===== src/rtl/flush_sequencer_pkg.sv =====
// Shared types and default constants for the flush sequencer.
package flush_sequencer_pkg;

  // Sequencer phases; each grant walks IDLE -> ASSERT -> DRAIN -> ACK -> IDLE.
  typedef enum logic [1:0] {
    IDLE   = 2'd0,
    ASSERT = 2'd1,
    DRAIN  = 2'd2,
    ACK    = 2'd3
  } flush_state_t;

  localparam int DEF_NUM_REQ      = 4;
  localparam int DEF_FLUSH_CYCLES = 2;
  localparam int DEF_DRAIN_CYCLES = 1;

  // Larger of two integers, used to size the shared phase counter.
  function automatic int max_int(input int a, input int b);
    return (a > b) ? a : b;
  endfunction

endpackage


===== src/rtl/flush_sequencer_if.sv =====
// Request/ack/flush bundle between the flush requesters and the sequencer.
interface flush_sequencer_if #(
  parameter int NUM_REQ = 4
) ();
  localparam int ID_W = $clog2(NUM_REQ);

  logic [NUM_REQ-1:0] flush_req;
  logic [NUM_REQ-1:0] flush_ack;
  logic               flush;
  logic               busy;
  logic [ID_W-1:0]    grant_id;

  // Requester side: raises levels, watches the shared flush line and acks.
  modport master (
    output flush_req,
    input  flush_ack,
    input  flush,
    input  busy,
    input  grant_id
  );

  // Sequencer side.
  modport slave (
    input  flush_req,
    output flush_ack,
    output flush,
    output busy,
    output grant_id
  );
endinterface


===== src/rtl/flush_sequencer_rr_arbiter.sv =====
// Combinational round-robin picker: the search starts one past the pointer
// and the first asserted request found (wrapping modulo NUM_REQ) wins.
module rr_arbiter #(
  parameter  int NUM_REQ = 4,
  localparam int ID_W    = $clog2(NUM_REQ)
) (
  input  logic [NUM_REQ-1:0] req_i,
  input  logic [ID_W-1:0]    ptr_i,
  output logic [ID_W-1:0]    winner_o,
  output logic               valid_o
);

  logic [ID_W-1:0] idx_s;
  logic            hit_s;

  // Scan from farthest to nearest so the nearest requester past the pointer overwrites.
  always_comb begin
    winner_o = {ID_W{1'b0}};
    valid_o  = 1'b0;
    idx_s    = {ID_W{1'b0}};
    hit_s    = 1'b0;
    for (int i = NUM_REQ; i >= 1; i--) begin
      idx_s    = ID_W'((int'(ptr_i) + i) % NUM_REQ);
      hit_s    = req_i[idx_s];
      winner_o = hit_s ? idx_s : winner_o;
      valid_o  = valid_o | hit_s;
    end
  end

endmodule


===== src/rtl/flush_sequencer.sv =====
// Arbitrates flush requests and sequences the shared flush line:
// flush for FLUSH_CYCLES, settle for DRAIN_CYCLES, then a one-cycle ack
// to the granted requester. All outputs come straight from flops.
module flush_sequencer
  import flush_sequencer_pkg::*;
#(
  parameter int NUM_REQ      = DEF_NUM_REQ,
  parameter int FLUSH_CYCLES = DEF_FLUSH_CYCLES,
  parameter int DRAIN_CYCLES = DEF_DRAIN_CYCLES
) (
  input logic              clk,
  input logic              rst_n,
  flush_sequencer_if.slave fs_if
);

  localparam int ID_W  = $clog2(NUM_REQ);
  localparam int CNT_W = $clog2(max_int(FLUSH_CYCLES, DRAIN_CYCLES) + 1);
  localparam logic [CNT_W-1:0] FLUSH_LOAD = CNT_W'(FLUSH_CYCLES - 1);
  localparam logic [CNT_W-1:0] DRAIN_LOAD = CNT_W'((DRAIN_CYCLES > 0) ? (DRAIN_CYCLES - 1) : 0);
  localparam logic [ID_W-1:0]  PTR_RESET  = ID_W'(NUM_REQ - 1);

  flush_state_t       state_q, state_d;
  logic [CNT_W-1:0]   cnt_q, cnt_d;
  logic [ID_W-1:0]    ptr_q, ptr_d;
  logic [ID_W-1:0]    grant_q, grant_d;
  logic               flush_q, flush_d;
  logic               busy_q, busy_d;
  logic [NUM_REQ-1:0] ack_q, ack_d;

  logic [ID_W-1:0]    win_id_s;
  logic               win_valid_s;

  rr_arbiter #(.NUM_REQ(NUM_REQ)) u_arb (
    .req_i    (fs_if.flush_req),
    .ptr_i    (ptr_q),
    .winner_o (win_id_s),
    .valid_o  (win_valid_s)
  );

  // Next-state, counter reload, grant latch and pointer update.
  always_comb begin
    state_d = state_q;
    cnt_d   = cnt_q;
    ptr_d   = ptr_q;
    grant_d = grant_q;
    case (state_q)
      IDLE: begin
        if (win_valid_s) begin
          state_d = ASSERT;
          cnt_d   = FLUSH_LOAD;
          grant_d = win_id_s;
        end else begin
          state_d = IDLE;
        end
      end
      ASSERT: begin
        if (cnt_q == {CNT_W{1'b0}}) begin
          if (DRAIN_CYCLES > 0) begin
            state_d = DRAIN;
            cnt_d   = DRAIN_LOAD;
          end else begin
            state_d = ACK;
            cnt_d   = {CNT_W{1'b0}};
          end
        end else begin
          cnt_d = cnt_q - CNT_W'(1);
        end
      end
      DRAIN: begin
        if (cnt_q == {CNT_W{1'b0}}) begin
          state_d = ACK;
        end else begin
          cnt_d = cnt_q - CNT_W'(1);
        end
      end
      ACK: begin
        // Served requester moves to lowest priority for the next search.
        state_d = IDLE;
        ptr_d   = grant_q;
      end
      default: begin
        state_d = IDLE;
        cnt_d   = {CNT_W{1'b0}};
      end
    endcase
  end

  // Output values are decoded from the next state so the flops line up with it.
  always_comb begin
    flush_d = (state_d == ASSERT);
    busy_d  = (state_d != IDLE);
    ack_d   = {NUM_REQ{1'b0}};
    if (state_d == ACK) begin
      ack_d[grant_d] = 1'b1;
    end else begin
      ack_d = {NUM_REQ{1'b0}};
    end
  end

  // State, counter, pointer and registered outputs; reset clears everything at once.
  always_ff @(posedge clk or negedge rst_n) begin
    if (!rst_n) begin
      state_q <= IDLE;
      cnt_q   <= {CNT_W{1'b0}};
      ptr_q   <= PTR_RESET;
      grant_q <= {ID_W{1'b0}};
      flush_q <= 1'b0;
      busy_q  <= 1'b0;
      ack_q   <= {NUM_REQ{1'b0}};
    end else begin
      state_q <= state_d;
      cnt_q   <= cnt_d;
      ptr_q   <= ptr_d;
      grant_q <= grant_d;
      flush_q <= flush_d;
      busy_q  <= busy_d;
      ack_q   <= ack_d;
    end
  end

  assign fs_if.flush     = flush_q;
  assign fs_if.busy      = busy_q;
  assign fs_if.flush_ack = ack_q;
  assign fs_if.grant_id  = grant_q;

endmodule


===== src/flat_wrapper.sv =====
// flat-port wrapper written by rule: the top's interface ports become plain ports
module flush_sequencer_flat import flush_sequencer_pkg::*;
#(
  parameter int NUM_REQ      = DEF_NUM_REQ,
  parameter int FLUSH_CYCLES = DEF_FLUSH_CYCLES,
  parameter int DRAIN_CYCLES = DEF_DRAIN_CYCLES
)
  (clk, rst_n, fs_if_flush_req, fs_if_flush_ack, fs_if_flush, fs_if_busy, fs_if_grant_id);
  flush_sequencer_if #(.NUM_REQ(NUM_REQ)) fs_if_i ();
  input logic clk;
  input logic rst_n;
  input wire logic [$bits(fs_if_i.flush_req)-1:0] fs_if_flush_req;
  output wire logic [$bits(fs_if_i.flush_ack)-1:0] fs_if_flush_ack;
  output wire logic [$bits(fs_if_i.flush)-1:0] fs_if_flush;
  output wire logic [$bits(fs_if_i.busy)-1:0] fs_if_busy;
  output wire logic [$bits(fs_if_i.grant_id)-1:0] fs_if_grant_id;
  assign fs_if_i.flush_req = fs_if_flush_req;
  assign fs_if_flush_ack = fs_if_i.flush_ack;
  assign fs_if_flush = fs_if_i.flush;
  assign fs_if_busy = fs_if_i.busy;
  assign fs_if_grant_id = fs_if_i.grant_id;
  flush_sequencer #(.NUM_REQ(NUM_REQ), .FLUSH_CYCLES(FLUSH_CYCLES), .DRAIN_CYCLES(DRAIN_CYCLES)) u_core (.clk(clk), .rst_n(rst_n), .fs_if(fs_if_i));
endmodule

===== config.mk =====
export PLATFORM = sky130hd
export DESIGN_NAME = flush_sequencer_flat
export DESIGN_NICKNAME = d
export VERILOG_FILES = /design/src/rtl/flush_sequencer_pkg.sv /design/src/rtl/flush_sequencer_if.sv /design/src/rtl/flush_sequencer_rr_arbiter.sv /design/src/rtl/flush_sequencer.sv /design/src/flat_wrapper.sv
export SDC_FILE = /design/constraint.sdc
export NUM_CORES = 1
export LEC_CHECK = 0
export ABC_AREA = 1
export CORE_MARGIN = 2
export CORE_UTILIZATION = 45
export CTS_BUF_LIST = sky130_fd_sc_hd__clkbuf_8
export DETAILED_ROUTE_END_ITERATION = 6
export GPL_ROUTABILITY_DRIVEN = 0
export PLACE_DENSITY = 0.77
export SLEW_MARGIN = 5
export SYNTH_ARGS = -nofsm -noshare
export SYNTH_HDL_FRONTEND = slang
export SYNTH_SLANG_ARGS = --single-unit

===== constraint.sdc =====
create_clock -name clk -period 1.55 [get_ports clk]
set_input_delay 0.31 -clock clk [delete_from_list [all_inputs] [get_ports clk]]
set_output_delay 0.31 -clock clk [all_outputs]
set_load 0.1 [all_outputs]

==> summary.txt, run 1 <==
Drt
  – Vias/cell: about 5
  – ANT nets after route: 0
  – Detailed Route Iter0 Violations: 17
  – DR WL/cell: around 15 um
  – Iteration count of the initial detailed-routing pass: 4
  – Post-route DRC: 0
  – Final WL: about 2600 um
  – Via count: around 880

Worst setup path
  – CP Capture Type: flop
  – Reg2reg path depth: 13
  – Reg2Reg Setup Slack: -0.20 ns
  – WP data arrival: 1.92 ns
  – Worst setup SP type: flop
  – Crit path kind: flop to flop
  – R2r startpoint: u_core.ptr_q[0]
  – Reg2reg end: u_core.fs_if.flush_ack[3]
  – Worst Path Required: between 1.5 and 2 ns
  – CP Max Fanout: 6

Clock tree
  – Post-CTS Hold Buffers: 0
  – CTS tree: yes
  – CTS Buffer Depth: 2
  – CTS Sinks: 14
  – Root Buffer: clkbuf_8
  – CTS Buf Count: 3
  – Worst-path clk slew: around 0.060 ns
  – Clk Latency, worst-skew pair: about 0.25 ns
  – CTS HTree Levels: 1

Cells and area
  – Ant diodes: 0
  – Layout fillers: 110
  – Share of layout cells above drive strength 1: 0.5203
  – Layout Area Growth over Synthesis: 61.66%
  – Nets: ~160

STA
  – Setup WS post-layout: -0.2007 ns
  – Hold Fails Final Rpt: 0
  – Final TNS setup: -1.021 ns
  – Final setup viols: 10
  – Fin crit share: 1.129
  – Slew HR: 0.7261
  – Tightest Pin Transition: between 0.4 and 0.5 ns
  – Unrepaired setup endpoints after global routing: yes
  – Clock skew: about 0.0035 ns
  – Fmax: 0.5712 GHz
  – Min cycle time layout: ~1.8 ns
  – Final Slew Violations: 0

Global routing
  – Vias in the first global route: roughly 900
  – Tot GR Track Use: 0.2058
  – First-pass GRT wire length: 3850 um
  – Initial antenna violation count: 0
  – Pin count of the biggest net entering global routing: 15
  – Total gr overflow: 0

Run
  – Max Cap Violations: 0

Logic synthesis
  – Synth top area share: 0.3162
  – Post-Syn Instances: 120
  – Commonest cells in the netlist: nand2_1 (27), inv_1 (15), dfrtp_1 (12), nand2_2 (10)
  – Number of flops mapped to enable cells by yosys: 0
  – Top-count cell post-synth: nand2_1
  – Largest area contributor in the synthesized netlist: dfrtp_1
  – Sequential share of the synthesized area: 0.3715
  – Post-synthesis instance area: roughly 950 um2
  – Synth unique cells: 20
  – Post-Syn Nets: between 100 and 150
  – Top_reg_cell synth: dfrtp_1
  – Async SR Flop Fraction: 1.000
  – #FFs+latches synth: 14
  – Syn. warnings: 0
  – Syn avg cell area: approximately 7.9 um2
  – Dominant cells by area after synthesis: dfrtp_1 (32%), ha_1 (12%), nand2_1 (11%)

Die
  – Floorplan die width: ~50 um
  – Chip Height: around 50 um
  – Core area: between 0.0015 and 0.002 mm2
  – Count of boundary I/O pins: 14
  – Rows: 16
  – Initial core utilization: 0.4792
  – Die ar.: around 0.0025 mm2

Placement
  – Port Buffers: 13
  – DP HPWL: ~1600 um

Outcome
  – Outcome: complete, but fails checks
  – Failing checks: negative setup slack

Hold path
  – Worst Hold Class: input pin to async pin
-- registers in the layout (all words and copies together) (netlist names) --
| name | count |
|---|---|
| u_core.fs_if.flush_ack | 4 |
| u_core.cnt_q | 2 |
| u_core.fs_if.grant_id | 2 |
| u_core.ptr_q | 2 |
| u_core.state_q | 2 |
| u_core.fs_if.busy | 1 |
| u_core.fs_if.flush | 1 |
-- critical path: stages (launching register included) --
cell	delay, ns
dfstp_2	0.57
buf_12	0.15
inv_12	0.05
nand2_4	0.06
nand3_2	0.08
nand2_1	0.10
inv_2	0.05
nand2_2	0.09
nand3_2	0.11
nand2_2	0.11
nand2_4	0.06
nand2_4	0.07
nand2_4	0.05
nor2_1	0.11
-- final cells by class --
cell class / count / area (um2) / area share
clock buffers: 4 / 55.05 / 0.03586
inverters: 21 / 93.84 / 0.06112
multi-input cells: 84 / 675.6 / 0.4401
flip-flops and latches: 14 / 352.8 / 0.2298
well taps: 27 / 33.78 / 0.02200
repair buffers: 25 / 324.1 / 0.2111
-- logic make-up after synthesis --
group,count (synthesis),synth area share
flip-flops,14,0.3715
adder cells (fa/ha/maj),9,0.1186
AND/OR/NAND/NOR,61,0.3254
AO/OA/AOI/OAI,14,0.08432
buffers and inverters,22,0.1001
-- worst max path at each step --
| stage | endpoint | from | slack (ns) | depth (start not counted) |
|---|---|---|---|---|
| global placement | u_core.fs_if.flush_ack[1] | fs_if_flush_req[1] | -0.18 | 13 |
| finish | u_core.fs_if.flush_ack[3] | u_core.ptr_q[0] | -0.20 | 13 |
| global route | u_core.fs_if.flush_ack[3] | u_core.ptr_q[0] | -0.27 | 14 |
| detailed placement | u_core.fs_if.flush_ack[1] | fs_if_flush_req[1] | -0.29 | 13 |
| CTS | u_core.fs_if.flush_ack[3] | u_core.ptr_q[0] | -0.08 | 14 |
| floorplan | u_core.fs_if.flush_ack[3] | u_core.ptr_q[0] | 0.05 | 14 |
-- cells in the final DEF, fill, tap and decap left out, drive strengths merged, types with 2 or more instances in the layout --
cell type / synthesis / final
dfrtp: 12 / 12
a21oi: 4 / 4
nor2: 10 / 10
o21ai: 9 / 9
nand3: 9 / 9
inv: 21 / 21
clkbuf: 0 / 4
dfstp: 2 / 2
buf: 1 / 20
nand2: 40 / 40
ha: 9 / 9
clkdlybuf4s50: 0 / 5
-- metrics by stage --
stage / instance area [um2] / util / hold WS [ns] / instances / setup WS (ns)
6_report: 1535 / 0.7746 / 0.3630 / 175 / -0.2007
5_1_grt: 1535 / 0.7746 / 0.4076 / 175 / -0.2740
4_1_cts: 1411 / 0.7121 / 0.3691 / 174 / -0.07808
3_5_place_dp: 1227 / 0.6193 / 0.5633 / 165 / -0.2910
3_3_place_gp: 1227 / 0.6193 / 0.5521 / 165 / -0.1839
2_1_floorplan: 949.7 / - / 0.01441 / 120 / 0.05197
-- metal layers --
| layer | GRT usage | part of all wire | wire, um |
|---|---|---|---|
| met5 | 0 | 0 | 0 |
| met4 | 0.1019 | 0.048 | 125 |
| met3 | 0.03030 | 0.019 | 50 |
| met2 | 0.4111 | 0.55 | 1423 |
| met1 | 0.1992 | 0.39 | 1004 |
-- repair_timing --
| action | in CTS | in global routing |
|---|---|---|
| pin swaps | 16 | 11 |
| resized for setup | 24 | 30 |
| setup buffers | 5 | 1 |
| endpoints found under the setup margin | 9 | 10 |
Power of run 1 is left out: the tool's default activity adds up to more than one toggle a clock period on the data nets, which glitch-free logic cannot reach.
==> run 2: changes to the inputs <==
--- a/config.mk
+++ b/config.mk
@@ -11,7 +11,8 @@
 export CTS_BUF_LIST = sky130_fd_sc_hd__clkbuf_8
 export DETAILED_ROUTE_END_ITERATION = 6
 export GPL_ROUTABILITY_DRIVEN = 0
-export PLACE_DENSITY = 0.77
+export GPL_TIMING_DRIVEN = 0
+export PLACE_DENSITY = 0.74
 export SLEW_MARGIN = 5
 export SYNTH_ARGS = -nofsm -noshare
 export SYNTH_HDL_FRONTEND = slang
==> constraint.sdc (replaced) <==
create_clock -name clk -period 1.7 [get_ports clk]
set_input_delay 0.34 -clock clk [delete_from_list [all_inputs] [get_ports clk]]
set_output_delay 0.34 -clock clk [all_outputs]
set_load 0.01 [all_outputs]
==> summary.txt, run 2 (synthesized netlist as in run 1, its figures left out) <==
Outcome
  – Outcome: finished, final reports clean (was complete, but fails checks)

Pwr
  – Proportion of power drawn by combinational gates: 0.636
  – Leakage: 0.0006486 uW
  – Design Power: about 2500 uW
  – Sw power: between 1000 and 1500 uW
  – Pwr Density: 1867 mW/mm2
  – Sw frac: 0.4731
  – Internal power: 1295 uW
  – VDD IR-drop max: between 1000 and 1500 uV
  – Seq pwr share: 0.237
  – Clock Power Share: 0.128

Drt
  – Vias/cell: 4.958 (was 5.017)
  – Detailed Route Iter0 Violations: 12 (was 17)
  – DR WL/cell: 12.58 um (was 14.87 um)
  – Final WL: 2089 um (was 2603 um)
  – ANT nets after route: 0 (unchanged)
  – Via count: 823 (was 878)
  – Met1 wire length: 853 um (was 1004 um)
  – Met3 wire len: 86 um (was 50 um)
  – Iteration count of the initial detailed-routing pass: 4 (unchanged)
  – Post-route DRC: 0 (unchanged)
  – Top sig layer: met4 (unchanged)
  – Routed met2 length: 1102 um (was 1423 um)

Worst setup path
  – WP data arrival: 1.82 ns (was 1.92 ns)
  – Worst setup SP type: flop (unchanged)
  – Crit path kind: flop to flop (unchanged)
  – Worst Path Required: 1.83 ns (was 1.72 ns)
  – Most used cell, CP: nand2_4 (unchanged)
  – Slowest library cell on the worst path: dfstp_2 (unchanged)
  – CP Capture Type: flop (unchanged)
  – Crit path cell chain: buf_8, inv_8, nand2_4, nand2_4, nor2_4, nand3_4, nand2_4, inv_4, nand2_2, inv_2, nand2_4, nand2_4, nand2_2, nor2_1 (was buf_12, inv_12, nand2_4, nand3_2, nand2_1, inv_2, nand2_2, nand3_2, nand2_2, nand2_4, nand2_4, nand2_4, nor2_1)
  – CP Max Fanout: 7 (was 6)
  – Critical Path Max Stage Delay: 0.58 ns (was 0.57 ns)

Global routing
  – Vias in the first global route: 752 (was 902)
  – Initial antenna violation count: 0 (unchanged)
  – First-pass GRT wire length: 3063 um (was 3850 um)
  – Total gr overflow: 0 (unchanged)
  – Tot GR Track Use: 0.1624 (was 0.2058)
  – Pin count of the biggest net entering global routing: 15 (unchanged)

Clock tree
  – CTS Buffer Depth: 2 (unchanged)
  – CTS Buf Count: 3 (unchanged)
  – CTS HTree Levels: 1 (unchanged)
  – CTS Sinks: 14 (unchanged)
  – Root Buffer: clkbuf_8 (unchanged)
  – Post-CTS Hold Buffers: 0 (unchanged)
  – CTS tree: yes (unchanged)
  – Clk Latency, worst-skew pair: 0.24 ns (was 0.25 ns)
  – Worst-path clk slew: 0.05 ns (was 0.06 ns)

Die
  – Core area: 0.001982 mm2 (unchanged)
  – Die ar.: 0.002494 mm2 (unchanged)
  – Floorplan die width: 49.94 um (unchanged)
  – Chip Height: 49.94 um (unchanged)
  – Count of boundary I/O pins: 14 (unchanged)
  – Rows: 16 (unchanged)
  – Initial core utilization: 0.4792 (unchanged)

STA
  – Fin crit share: 0.9988 (was 1.129)
  – Min cycle time layout: 1.698 ns (was 1.751 ns)
  – Tightest Pin Transition: 0.5929 ns (was 0.4109 ns)
  – Final Slew Violations: 0 (unchanged)
  – Fmax: 0.5889 GHz (was 0.5712 GHz)
  – Unrepaired setup endpoints after global routing: yes (unchanged)
  – Slew HR: 0.6035 (was 0.7261)
  – Final setup viols: 0 (was 10)
  – Clock skew: 0.001699 ns (was 0.003534 ns)
  – Hold Fails Final Rpt: 0 (unchanged)

Hold path
  – Worst Hold Class: input pin to async pin (unchanged)

Cells and area
  – Number of flip-flops under the largest register name: 4 (unchanged)
  – Non-filler cells, final: 166 (was 175)
  – Area taken by multi-input logic gates: 605.6 um2 (was 675.6 um2)
  – Layout Area Growth over Synthesis: 38.60% (was 61.66%)
  – Commonest non-fill, non-tap cell in the layout: nand2_1 (unchanged)
  – Most frequent cells in the layout: nand2_1 (17), nand2_2 (15), inv_1 (14) (was nand2_1 (15), nand2_4 (14), inv_1 (13))
  – Nets: 155 (was 164)
  – Ant diodes: 0 (unchanged)
  – Layout fillers: 155 (was 110)
  – Flip-flop and latch area: 352.8 um2 (unchanged)
  – Share of layout cells above drive strength 1: 0.3669 (was 0.5203)

Placement
  – DP HPWL: 1339 um (was 1629 um)
  – Port Buffers: 13 (unchanged)
  – Placed cell count: 160 (was 165)

Run
  – Max Cap Violations: 0 (unchanged)
-- run 2: worst paths after layout --
path	start	to	slack, ns	cells after the start
worst max-delay path	u_core.ptr_q[0]	u_core.fs_if.flush_ack[3]	0.002	14
worst min-delay path	rst_n	u_core.fs_if.flush_ack[0]	0.48	1
worst max register to register	u_core.ptr_q[0]	u_core.fs_if.flush_ack[3]	0.002	14
worst min register to register	u_core.fs_if.grant_id[0]	u_core.ptr_q[0]	0.54	2
max in group asynchronous	rst_n	u_core.fs_if.flush_ack[1]	0.84	1
min in group clk	u_core.fs_if.grant_id[0]	u_core.ptr_q[0]	0.54	2
-- run 2: worst max-delay path, delay by kind of cell, from the launching register on --
kind,cells,cell delay (ns)
flip-flops,1,0.58
AND/OR/NAND/NOR,10,0.72
buffers and inverters,4,0.28
-- run 2: repair_timing --
item | 4_1_cts | 5_1_grt
setup buffers | 0 | 1
gates resized for setup | 0 | 30
endpoints found under the setup margin | 0 | 6
-- run 2: cell type report --
class	instances	area share
Timing Repair Buffer	15	0.1255
Buffer	1	0.01141
Clock buffer	4	0.04183
Multi-Input combinational cell	84	0.4601
Tap cell	27	0.02567
Sequential cell	14	0.2681
Inverter	21	0.06749
-- run 2: stage by stage --
| stage | util | area, um2 | setup TNS (ns) | hold slack [ns] | setup slack (ns) |
|---|---|---|---|---|---|
| after floorplan | - | 949.7 | 0 | 0.04441 | 0.2082 |
| after global placement | 0.5619 | 1114 | -0.3184 | 0.5103 | -0.09353 |
| after detailed placement | 0.5619 | 1114 | -0.4455 | 0.5192 | -0.1206 |
| after CTS | 0.5896 | 1169 | 0 | 0.4983 | 0.01250 |
| after global routing | 0.6641 | 1316 | -0.4181 | 0.5567 | -0.08669 |
| final | 0.6641 | 1316 | 0 | 0.4768 | 0.002040 |
-- run 2: metal layers --
metal / GRT usage / vias up
met2: 0.2778 / 20
li1: - / 409
met3: 0.04545 / 7
met1: 0.1923 / 387
met5: 0 / -
met4: 0.06019 / 0
-- run 2: power groups by stage --
stage               Combinational, uW  Sequential, uW  Clock [uW]
global route                     1720             588         341
detailed placement               1210             567           0
CTS                              1210             563         320
global placement                 1170             559           0
finish                           1560             582         314
floorplan                         888             578           0
No activity file was read; power rests on OpenSTA's default activity.
==> run 3: changes to the inputs <==
--- a/config.mk
+++ b/config.mk
@@ -11,8 +11,8 @@
 export CTS_BUF_LIST = sky130_fd_sc_hd__clkbuf_8
 export DETAILED_ROUTE_END_ITERATION = 6
 export GPL_ROUTABILITY_DRIVEN = 0
-export GPL_TIMING_DRIVEN = 0
 export PLACE_DENSITY = 0.74
+export SETUP_SLACK_MARGIN = 0.1
 export SLEW_MARGIN = 5
 export SYNTH_ARGS = -nofsm -noshare
 export SYNTH_HDL_FRONTEND = slang
==> summary.txt, run 3 (synthesized netlist as in run 1, its figures left out) <==
Outcome
  – Outcome: finished, final reports clean (unchanged)

Placement
  – Port Buffers: 13 (unchanged)
  – Placed Area: 0.001117 mm2 (was 0.001114 mm2)
  – DP HPWL: 1351 um (was 1339 um)
  – Pre-CTS WS: -0.09685 ns (was -0.1206 ns)

Drt
  – Detailed Route Iter0 Violations: 10 (was 12)
  – Final WL: 2204 um (was 2089 um)
  – Vias/cell: 4.870 (was 4.958)
  – DR WL/cell: 13.04 um (was 12.58 um)
  – Post-route DRC: 0 (unchanged)
  – ANT nets after route: 0 (unchanged)
  – Via count: 823 (unchanged)
  – Iteration count of the initial detailed-routing pass: 4 (unchanged)

STA
  – Tightest Pin Transition: 0.3263 ns (was 0.5929 ns)
  – Fmax: 0.5966 GHz (was 0.5889 GHz)
  – Hold Fails Final Rpt: 0 (unchanged)
  – Final Slew Violations: 0 (unchanged)
  – Slew HR: 0.7808 (was 0.6035)
  – Clock skew: 0.004487 ns (was 0.001699 ns)
  – Unrepaired setup endpoints after global routing: yes (unchanged)
  – Fin crit share: 0.9860 (was 0.9988)
  – Setup WS post-layout: 0.02386 ns (was 0.002040 ns)
  – Final setup viols: 0 (unchanged)
  – Min cycle time layout: 1.676 ns (was 1.698 ns)

Clock tree
  – Worst-path clk slew: 0.06 ns (was 0.05 ns)
  – CTS Buffer Depth: 2 (unchanged)
  – CTS tree: yes (unchanged)
  – CTS Buf Count: 3 (unchanged)
  – Root Buffer: clkbuf_8 (unchanged)
  – Clk Latency, worst-skew pair: 0.25 ns (was 0.24 ns)
  – CTS Sinks: 14 (unchanged)
  – Post-CTS Hold Buffers: 0 (unchanged)
  – CTS HTree Levels: 1 (unchanged)

Cells and area
  – Most frequent cells in the layout: nand2_2 (21), inv_1 (14), nand2_1 (13), clkdlybuf4s50_1 (13), dfrtp_1 (12) (was nand2_1 (17), nand2_2 (15), inv_1 (14))
  – Ant diodes: 0 (unchanged)
  – Layout Area Growth over Synthesis: 40.45% (was 38.60%)
  – Commonest non-fill, non-tap cell in the layout: nand2_2 (was nand2_1)
  – Number of flip-flops under the largest register name: 4 (unchanged)
  – Nets: 158 (was 155)
  – Post-route cell area: 0.001334 mm2 (was 0.001316 mm2)
  – Share of layout cells above drive strength 1: 0.4507 (was 0.3669)

Worst setup path
  – Worst Path Required: 1.84 ns (was 1.83 ns)
  – CP Max Fanout: 5 (was 7)
  – WP data arrival: 1.82 ns (about the same)
  – CP Capture Type: flop (unchanged)
  – Crit path kind: flop to flop (unchanged)
  – Worst setup SP type: flop (unchanged)
  – CP startpoint: u_core.ptr_q[0] (unchanged)
  – R2r startpoint: u_core.ptr_q[0] (unchanged)
  – Reg2Reg Setup Slack: 0.02 ns (was 0.002 ns)

Global routing
  – Total gr overflow: 0 (unchanged)
  – Initial antenna violation count: 0 (unchanged)
  – Vias in the first global route: 719 (was 752)
  – Tot GR Track Use: 0.1663 (was 0.1624)
  – First-pass GRT wire length: 3036 um (was 3063 um)
  – Pin count of the biggest net entering global routing: 15 (unchanged)

Pwr
  – Sw power: 1238 uW (was 1162 uW)
  – Design Power: 2537 uW (was 2457 uW)
  – Sw frac: 0.4880 (was 0.4731)
  – VDD IR-drop max: 1206 uV (was 1222 uV)
  – Internal power: 1299 uW (was 1295 uW)
  – Seq pwr share: 0.235 (was 0.237)
  – Leakage: 0.0006382 uW (was 0.0006486 uW)
  – Pwr Density: 1902 mW/mm2 (was 1867 mW/mm2)
  – Clock Power Share: 0.110 (was 0.128)
  – Proportion of power drawn by combinational gates: 0.655 (was 0.636)

Run
  – Max Cap Violations: 0 (unchanged)

Die
  – Die ar.: 0.002494 mm2 (unchanged)
  – Floorplan die width: 49.94 um (unchanged)
  – Core area: 0.001982 mm2 (unchanged)
  – Rows: 16 (unchanged)
  – Count of boundary I/O pins: 14 (unchanged)
  – Initial core utilization: 0.4792 (unchanged)
  – Chip Height: 49.94 um (unchanged)

Hold path
  – Worst Hold Class: input pin to async pin (unchanged)
[run 3: cell types whose count changed in the layout (fill, tap and decap cells not counted), moves of 3 or more]
cell     change
buf_4        +3
nand2_1      -4
a21oi_1      -3
a21oi_2      +3
nand2_2      +6
[run 3: area by class of cell]
type / count / area, um2
fill: 159 / 648.1
multi-input combinational: 84 / 635.6
sequential: 14 / 352.8
timing repair buffer: 19 / 182.7
inverter: 21 / 83.83
clock buffer: 3 / 41.29
tap: 27 / 33.78
clock inverter: 1 / 3.754
[run 3: worst max-delay path, cell delays in order, from the launching register on]
cell     delay (ns)
dfstp_2        0.63
buf_6          0.15
o21ai_4        0.08
nor2_4         0.10
nand3_4        0.10
nand2_4        0.09
inv_2          0.05
nand2_2        0.06
inv_2          0.04
nand2_4        0.07
nand2_4        0.06
buf_4          0.13
[run 3: path summary, 6_finish.rpt]
path	depth (start not counted)	to
worst min register to register	2	u_core.ptr_q[0]
worst max-delay path	11	u_core.fs_if.grant_id[0]
worst max register to register	11	u_core.fs_if.grant_id[0]
worst min-delay path	2	u_core.fs_if.flush_ack[1]
min in group clk	2	u_core.ptr_q[0]
max in group asynchronous	2	u_core.ptr_q[1]
[run 3: per-layer routing]
metal | global-route usage | wire, um | vias to the layer above | part of all wire
li1 | - | - | 413 | -
met3 | 0.05152 | 79 | 7 | 0.036
met2 | 0.2622 | 1176 | 13 | 0.53
met1 | 0.1981 | 881 | 390 | 0.40
met5 | 0 | 0 | - | 0
met4 | 0.09722 | 67 | 0 | 0.030
[run 3: per-stage QoR]
| step | instances | TNS [ns] | util | hold slack, ns |
|---|---|---|---|---|
| after global routing | 169 | -0.1038 | 0.6730 | 0.4111 |
| after floorplan | 120 | 0 | - | 0.04441 |
| final | 169 | 0 | 0.6730 | 0.3901 |
| after global placement | 161 | -0.2316 | 0.5638 | 0.5116 |
| after detailed placement | 161 | -0.3820 | 0.5638 | 0.5161 |
| after CTS | 168 | 0 | 0.6124 | 0.3981 |
[run 3: power groups by stage]
stage	clock network (uW)	logic, uW	registers (uW)
2_1_floorplan	0	888	578
3_3_place_gp	0	1140	593
3_5_place_dp	0	1160	601
4_1_cts	280	1280	585
5_1_grt	299	1830	612
6_report	278	1660	597
[run 3: repair_timing]
action / 4_1_cts / 5_1_grt
cloned: 0 / 0
pin swaps: 6 / 18
resized for setup: 8 / 35
endpoints found under the setup margin: 7 / 11
setup buffers: 3 / 1
